File: src/rtl/sampler_pkg.sv
// Shared types and constants for the rejection sampler and its LFSR.
// Holds the FSM state enum, LFSR mask, candidate widths and slice offsets.
package sampler_pkg;

  typedef enum logic [2:0] {
    S_IDLE,
    S_GEN,
    S_CHECK,
    S_HOLD,
    S_DONE
  } state_t;

  localparam logic [31:0] LFSR_MASK = 32'h8020_0003;

  localparam int VAR0_W   = 2;
  localparam int VAR1_W   = 3;
  localparam int VAR2_W   = 4;
  localparam int VAR3_W   = 5;
  localparam int VAR4_W   = 6;
  localparam int SAMPLE_W = 20;

  localparam int VAR0_LO = 0;
  localparam int VAR1_LO = 2;
  localparam int VAR2_LO = 5;
  localparam int VAR3_LO = 9;
  localparam int VAR4_LO = 14;

  function automatic logic [31:0] lfsr_next(input logic [31:0] s);
    return (s >> 1) ^ (s[0] ? LFSR_MASK : 32'h0);
  endfunction

endpackage

File: src/rtl/lfsr_galois32.sv
// 32-bit right-shifting Galois LFSR with synchronous load and step.
// Ports: clk, rst, load, load_val[31:0], step -> state[31:0].
module lfsr_galois32
  import sampler_pkg::*;
#(
  parameter logic [31:0] RESET_VAL = 32'hACE1_2468
) (
  input  logic        clk,
  input  logic        rst,
  input  logic        load,
  input  logic [31:0] load_val,
  input  logic        step,
  output logic [31:0] state
);

  always_ff @(posedge clk) begin
    if (rst) begin
      state <= RESET_VAL;
    end else if (load) begin
      state <= load_val;
    end else if (step) begin
      state <= lfsr_next(state);
    end
  end

endmodule

File: src/rtl/rejection_sampler.sv
// Drives LFSR candidates to a combinational checker; streams accepted ones.
// Ports: start/seed/num_samples in, cand_var_* out, constraint_in in, out_* stream, status.
module rejection_sampler
  import sampler_pkg::*;
#(
  parameter logic [7:0]  CONSTRAINT_MASK = 8'hFF,
  parameter int          MAX_TRIES       = 1024,
  parameter int          CNT_W           = 16,
  parameter logic [31:0] SEED_DEFAULT    = 32'hACE1_2468
) (
  input  logic                clk,
  input  logic                rst,
  input  logic                start,
  input  logic [31:0]         seed,
  input  logic [CNT_W-1:0]    num_samples,
  output logic [VAR0_W-1:0]   cand_var_0,
  output logic [VAR1_W-1:0]   cand_var_1,
  output logic [VAR2_W-1:0]   cand_var_2,
  output logic [VAR3_W-1:0]   cand_var_3,
  output logic [VAR4_W-1:0]   cand_var_4,
  input  logic [7:0]          constraint_in,
  output logic                out_valid,
  input  logic                out_ready,
  output logic [SAMPLE_W-1:0] out_var,
  output logic                busy,
  output logic                done,
  output logic                err,
  output logic [CNT_W-1:0]    tries
);

  localparam logic [CNT_W-1:0] TRY_LAST = CNT_W'(MAX_TRIES - 1);
  localparam logic [CNT_W-1:0] ONE      = CNT_W'(1);

  state_t           state;
  state_t           state_nxt;
  logic [31:0]      lfsr_q;
  logic [31:0]      lfsr_n;
  logic [CNT_W-1:0] remaining;
  logic             start_ok;
  logic             pass;
  logic             try_last;
  logic             rem_last;

  assign start_ok = (state == S_IDLE) && start;
  assign pass     = (constraint_in & CONSTRAINT_MASK) == CONSTRAINT_MASK;
  assign try_last = tries == TRY_LAST;
  // The handshake consumes the last outstanding sample.
  assign rem_last = remaining == ONE;
  // Candidate is cut from the value the LFSR steps to this cycle.
  assign lfsr_n   = lfsr_next(lfsr_q);

  assign busy = state != S_IDLE;
  assign done = state == S_DONE;

  lfsr_galois32 #(
    .RESET_VAL(SEED_DEFAULT)
  ) u_lfsr (
    .clk     (clk),
    .rst     (rst),
    .load    (start_ok),
    .load_val((seed == 32'h0) ? SEED_DEFAULT : seed),
    .step    (state == S_GEN),
    .state   (lfsr_q)
  );

  always_ff @(posedge clk) begin
    if (rst) begin
      state <= S_IDLE;
    end else begin
      state <= state_nxt;
    end
  end

  always_comb begin
    state_nxt = state;
    unique case (state)
      S_IDLE: begin
        if (start) begin
          state_nxt = (num_samples == '0) ? S_DONE : S_GEN;
        end
      end
      S_GEN: state_nxt = S_CHECK;
      S_CHECK: begin
        if (pass) begin
          state_nxt = S_HOLD;
        end else if (try_last) begin
          state_nxt = S_DONE;
        end else begin
          state_nxt = S_GEN;
        end
      end
      S_HOLD: begin
        if (out_ready) begin
          state_nxt = rem_last ? S_DONE : S_GEN;
        end
      end
      S_DONE:  state_nxt = S_IDLE;
      default: state_nxt = S_IDLE;
    endcase
  end

  always_ff @(posedge clk) begin
    if (rst) begin
      cand_var_0 <= '0;
      cand_var_1 <= '0;
      cand_var_2 <= '0;
      cand_var_3 <= '0;
      cand_var_4 <= '0;
      out_valid  <= 1'b0;
      out_var    <= '0;
      err        <= 1'b0;
      tries      <= '0;
      remaining  <= '0;
    end else begin
      if (start_ok) begin
        remaining <= num_samples;
        err       <= 1'b0;
        tries     <= '0;
      end
      if (state == S_GEN) begin
        cand_var_0 <= lfsr_n[VAR0_LO +: VAR0_W];
        cand_var_1 <= lfsr_n[VAR1_LO +: VAR1_W];
        cand_var_2 <= lfsr_n[VAR2_LO +: VAR2_W];
        cand_var_3 <= lfsr_n[VAR3_LO +: VAR3_W];
        cand_var_4 <= lfsr_n[VAR4_LO +: VAR4_W];
      end
      if (state == S_CHECK) begin
        if (pass) begin
          out_var   <= {cand_var_4, cand_var_3, cand_var_2,
                        cand_var_1, cand_var_0};
          out_valid <= 1'b1;
          tries     <= '0;
        end else if (try_last) begin
          err <= 1'b1;
        end else begin
          tries <= tries + ONE;
        end
      end
      if ((state == S_HOLD) && out_ready) begin
        out_valid <= 1'b0;
        remaining <= remaining - ONE;
      end
    end
  end

endmodule
File: config.mk
export PLATFORM = sky130hd
export DESIGN_NAME = rejection_sampler
export DESIGN_NICKNAME = d
export VERILOG_FILES = /design/src/rtl/sampler_pkg.sv /design/src/rtl/lfsr_galois32.sv /design/src/rtl/rejection_sampler.sv
export SDC_FILE = /design/constraint.sdc
export NUM_CORES = 1
export LEC_CHECK = 0
export CAP_MARGIN = 5
export CELL_PAD_IN_SITES_DETAIL_PLACEMENT = 1
export CELL_PAD_IN_SITES_GLOBAL_PLACEMENT = 2
export CORE_MARGIN = 8
export CORE_UTILIZATION = 25
export CTS_CLUSTER_DIAMETER = 100
export DETAILED_ROUTE_END_ITERATION = 8
export PLACE_DENSITY = 0.83
export SETUP_SLACK_MARGIN = 0.05
export SLEW_MARGIN = 20
export SYNTH_ARGS = -nofsm -noshare
export SYNTH_HDL_FRONTEND = slang
export SYNTH_SLANG_ARGS = --single-unit
File: constraint.sdc
create_clock -name clk -period 1.78 [get_ports clk]
set_input_delay 0.267 -clock clk [delete_from_list [all_inputs] [get_ports clk]]
set_output_delay 0.267 -clock clk [all_outputs]
set_load 0.005 [all_outputs]
Word-level counts from Yosys, hierarchy flattened:

Cells that the tools add are included.

* order comparisons: 0
* reductions and logical operators: 11
* mux-type cells: 21
* shifts and indexed selects: 0
* multipliers: 0
* divide/modulo/power cells: 0
* bitwise operators: 1
* equal/unequal tests: 9
* add/sub/neg operators: 2

Operators by type and width (number)
* 2-to-1 mux 32 bit: 4
* 2-to-1 mux 16 bit: 6
* zero test 32 bit: 1
* bitwise XOR 31 x 32 -> 32 bit: 1
* 2-to-1 mux 3 bit: 6
* adder 16 x 1 -> 16 bit (second input constant): 1
* == test 16 x 1 -> 1 bit (second input constant): 1
* == test 16 x 10 -> 1 bit (second input constant): 1
* zero test 16 bit: 1
* subtractor 16 x 1 -> 16 bit (second input constant): 1
* one-hot mux 3 bit (4 select lines): 1
* == test 8 bit (second input constant): 1
* == test 3 x 2 -> 1 bit (second input constant): 2
* 2-to-1 mux 1 bit: 4
* != test 2 bit (second input constant): 2
* AND reduction 2 bit: 2
* nonzero test 2 bit: 2
* == test 3 x 1 -> 1 bit (second input constant): 1
* == test 3 bit (second input constant): 1
* zero test 3 bit: 1
* nonzero test 3 bit: 1
* logical AND 1 bit: 2
* OR reduction 2 bit: 1

* latch bits: 0
* output and inout bits: 60
* input port bits: 60
* register bits: 109
* memories: 0
* bits in writable memories: 0
* memory bits (read-only): 0

Longest topological paths before layout:

* word-level depth: 6
* gate-level depth with buffers: 8
* depth with buffers taken out: 7

Cells and area by module:

Synthesis repeated with hierarchy kept, for this count alone.

* cells, all modules: 648
* area total of the unflattened synthesis: 5313.8 um^2

By module, submodules not included
* rejection_sampler: times used 1, sequential area each 1541.5 um^2, area each 3763.6 um^2, cells each 493
* lfsr_galois32: times used 1, sequential area each 640.6 um^2, area each 1550.2 um^2, cells each 155

Least setup slack after synthesis:

Ideal clock, no wire load.

* path kind: register -> register
* start point: register tries[10]
* end point: register tries[11]
* arrival time: 1.728 ns
* slack: -0.067 ns
* clock period less this slack: 1.847 ns
* stages on the path, launching flop included: 7
* cell sequence: dfxtp_1 > clkbuf_1 > nor4_1 > nand2_1 > o311a_1 > and3_1 > o221a_2

* cells in the longest elaborated chain, start to end: 4
* elaborated cells on any way between the ends: 5
* classes of those cells: 1 x add/sub; 1 x eq/ne; 3 x mux

Ends and longest elaborated chain
* start, declared: RTL line rejection_sampler.sv:28 `output logic [CNT_W-1:0] tries`
* start signal, assigned: RTL line rejection_sampler.sv:136 `tries <= tries + ONE;`
* adder 16 x 1 -> 16 bit / == test 16 x 10 -> 1 bit (equally long branches): RTL line rejection_sampler.sv:136, rejection_sampler.sv:46
* 2-to-1 mux 16 bit *: RTL line rejection_sampler.sv:133 `end else if (try_last) begin`
* 2-to-1 mux 16 bit *: RTL line rejection_sampler.sv:128 `if (pass) begin`
* 2-to-1 mux 16 bit *: RTL line rejection_sampler.sv:127 `if (state == S_CHECK) begin`

Every way passes the cells marked *; elsewhere a longest branch is shown, timed or not.
A chain may end at the register's enable or synchronous reset.

Worst setup path after layout:

* start point: register tries[0]
* end point: register tries[12]

The elaborated chain is that of the path after synthesis.

==> flow_summary.toml <==
[sta]
fin_hold_ws_ps = 163.2
slew_viol_final = 0
relSlewSlack_pct = 62.89
period_minus_slack_ps = 1797
setup_ws_ps = -16.70
period_share_pct = 100.9
clock_skew_ps = 6.016
max_freq_mhz = 556.6
rsz0062_at_grt = "yes"
worst_pin_slew_ps = 556.6
hold_viol_final = 0
finalSetupViolations = 2

[power]
power_mw = 6.043
p_comb_share_pct = 22.4
powerDensity_nw_per_um2 = 790.9
p_seq_share_pct = 45.7
internal_power_mw = 4.261
p_switching_mw = 1.783
vdd_ir_drop_max_v = 0.0004474
p_leak_nw = 2.761
p_sw_share_pct = 29.50
p_clk_share_pct = 31.9

[global_routing]
antenna_found_initial = 0
grt_max_degree = 50
grt_use_total_pct = 15.26
overflow = 0
grt_pass1_vias = 5515
grt_pass1_wl_um = 29470

[clock_network]
clk_latency_ps = 350
clockBufferDepth = 2
clock-sinks = 109
path_clk_slew_ps = 70
numCtsBuffers = 9
htree_levels = 3
cts_tree = "done"
root_buffer = "clkbuf_16"

[finish]
area_delta_synth_final_pct = 58.38
fin_nets = 860
design_area_um2 = 7641
n_antenna_cell = 0
instances_no_fill = 1067
drive_above_1_share_pct = 23.19

[min_path]
holdCritPathClass = "in -> reg"
min_from = "rst"
min_to = "state[1]"
whs_path_depth = 2

[floorplanning]
initial_core_util_pct = 25.12
die_x_um = 154.9
core_um2 = 19210
fp.dieArea_um2 = 24000
ios = 120
die_h_um = 154.9
rows = 51

[synth]
syn-instance-count = 602
ys_ff_latch = 109
synth.cells.most_frequent = "128 x nand2_1, 109 x dfxtp_1, 56 x a21oi_1"
ys_seq_area_share_pct = 45.23
post-synth-top-count-cell = "nand2_1"
syn_area_um2 = 4825
synth.area.top_cells = "dfxtp_1 45%, nand2_1 10%, a21oi_1 5.8%"
ys.warnings.count = 0
synth_edf_count = 0
netlist.top_cell.by_area = "dfxtp_1"
synth-async-reset-ratio_pct = 0
synth_area_per_cell_um2 = 8.014
synthDistinctLibCells = 55
synth_nets = 665
synth_top_area_share_pct = 45.23
synthFlopType = "dfxtp_1"

[placement]
dp_hpwl_um = 13640
io_buffers = 119
place_congestion = 0.8533
post-place-cells = 1027
dpl-instance-area_um2 = 6870

[routing]
drt-initial-drc-count = 338
wl_per_cell_um = 18.57
via_count = 5455
wl_um = 19810
via_per_inst = 5.112
drt-pass1-iter-count = 4
drc_errors = 0
postRouteAntennaNets = 0

[worst_setup_path]
worstSetupPathType = "reg -> reg"
crit-reg2reg-launch = "tries[0]"
crit_arrival_ps = 2060
rr_endpoint = "tries[12]"
start_kind = "register"
required_ps = 2050
crit_fanout = 6
reg2reg_slack_ps = -20
cp-end-kind = "register"
reg2reg_depth = 7

[run]
max_cap_violations = 0

[run_status]
status = "finished with violations"
violations = "negative setup slack"
[kinds of logic after synthesis]
logic type / after synthesis / share of synthesized area, %
fa+ha+maj: 3 / 0.7781
simple gates: 277 / 27.49
buf+inv: 51 / 4.383
compound gates: 155 / 20.80
xor+xnor: 6 / 1.089
mux: 1 / 0.2334
flops: 109 / 45.23
[layout by cell type (no fill, tap or decap), types with 5 or more instances in the layout]
master / netlist / final
nor2_1: 50 / 46
dfxtp_1: 109 / 101
a221oi_1: 15 / 15
a21oi_2: 0 / 5
dfxtp_2: 0 / 8
nand4_1: 14 / 14
buf_12: 0 / 6
clkdlybuf4s50_1: 0 / 116
buf_4: 0 / 95
clkbuf_16: 0 / 12
nand2_1: 128 / 126
nand3_1: 11 / 9
nor4_1: 17 / 13
a311oi_1: 12 / 12
o211ai_1: 7 / 7
o22ai_1: 6 / 6
nor3_1: 18 / 14
a21oi_1: 56 / 51
a22oi_1: 6 / 6
a31oi_1: 13 / 13
inv_1: 8 / 7
o21ai_0: 21 / 16
[metal layers]
metal | vias up | GRT usage (%) | routed length [µm]
met2 | 139 | 25.27 | 9480
met4 | 0 | 5.973 | 401
met3 | 28 | 3.190 | 1003
li1 | 2584 | - | -
met5 | - | 0 | 0
met1 | 2704 | 19.09 | 8927
[power groups by stage]
stage          clock network, mW  logic [mW]  registers (mW)
6_report                    1.93        1.36            2.76
5_1_grt                     2.10        1.47            2.79
4_1_cts                     1.99        1.26            2.76
3_5_place_dp                   0        1.18            2.81
3_3_place_gp                   0        1.14            2.80
2_1_floorplan                  0       0.612            2.77
[worst max-delay path by stage]
stage	start	to	slack, ps	cells after the start
floorplan	state[2]	tries[0]	50	6
finish	tries[0]	tries[12]	-20	7
global route	tries[9]	tries[10]	-90	6
CTS	remaining[10]	remaining[15]	40	5
detailed placement	seed[17]	u_lfsr.state[16]	-360	8
global placement	seed[17]	u_lfsr.state[16]	-310	8
[cell type report]
class,instances,area (µm²)
Clock inverter,6,43.79
Fill cell,2237,11570
Tap cell,265,331.6
Inverter,8,30.03
Timing Repair Buffer,227,2156
Clock buffer,10,229.0
Sequential cell,109,2192
Multi-Input combinational cell,442,2659
[through the flow]
step                      util (%)  TNS (ps)  setup WS [ps]
final                        39.78    -25.68         -16.70
after CTS                    37.95         0          36.92
after detailed placement     35.77    -13790         -363.3
after global placement       35.77     -8966         -313.4
after floorplan                  -         0          49.76
after global routing         39.78    -509.6         -89.28
[worst max-delay path: stages, from the launching register on]
cell and delay (ps):
dfxtp_2 340, ha_4 170, and3_4 190, and4_4 200, nor4_4 290, buf_4 200
a41oi_2 110, a31oi_1 210
[sequential cells by signal, indices dropped and copies added, names as in the netlist]
signal        flops
remaining        16
cand_var_0        2
state             3
u_lfsr.state     32
cand_var_4        6
tries            16
cand_var_3        5
cand_var_2        4
err               1
out_valid         1
out_var          20
cand_var_1        3
[repair_timing]
action / in CTS / in global routing
resized for setup: 32 / 45
buffers inserted: 0 / 19
setup endpoints to repair: 59 / 63
hold buffers: 0 / 0
hold endpoints to repair: 0 / 0
pin swaps: 1 / 17
gates cloned: 2 / 3
(Power assumes the default switching activity.)
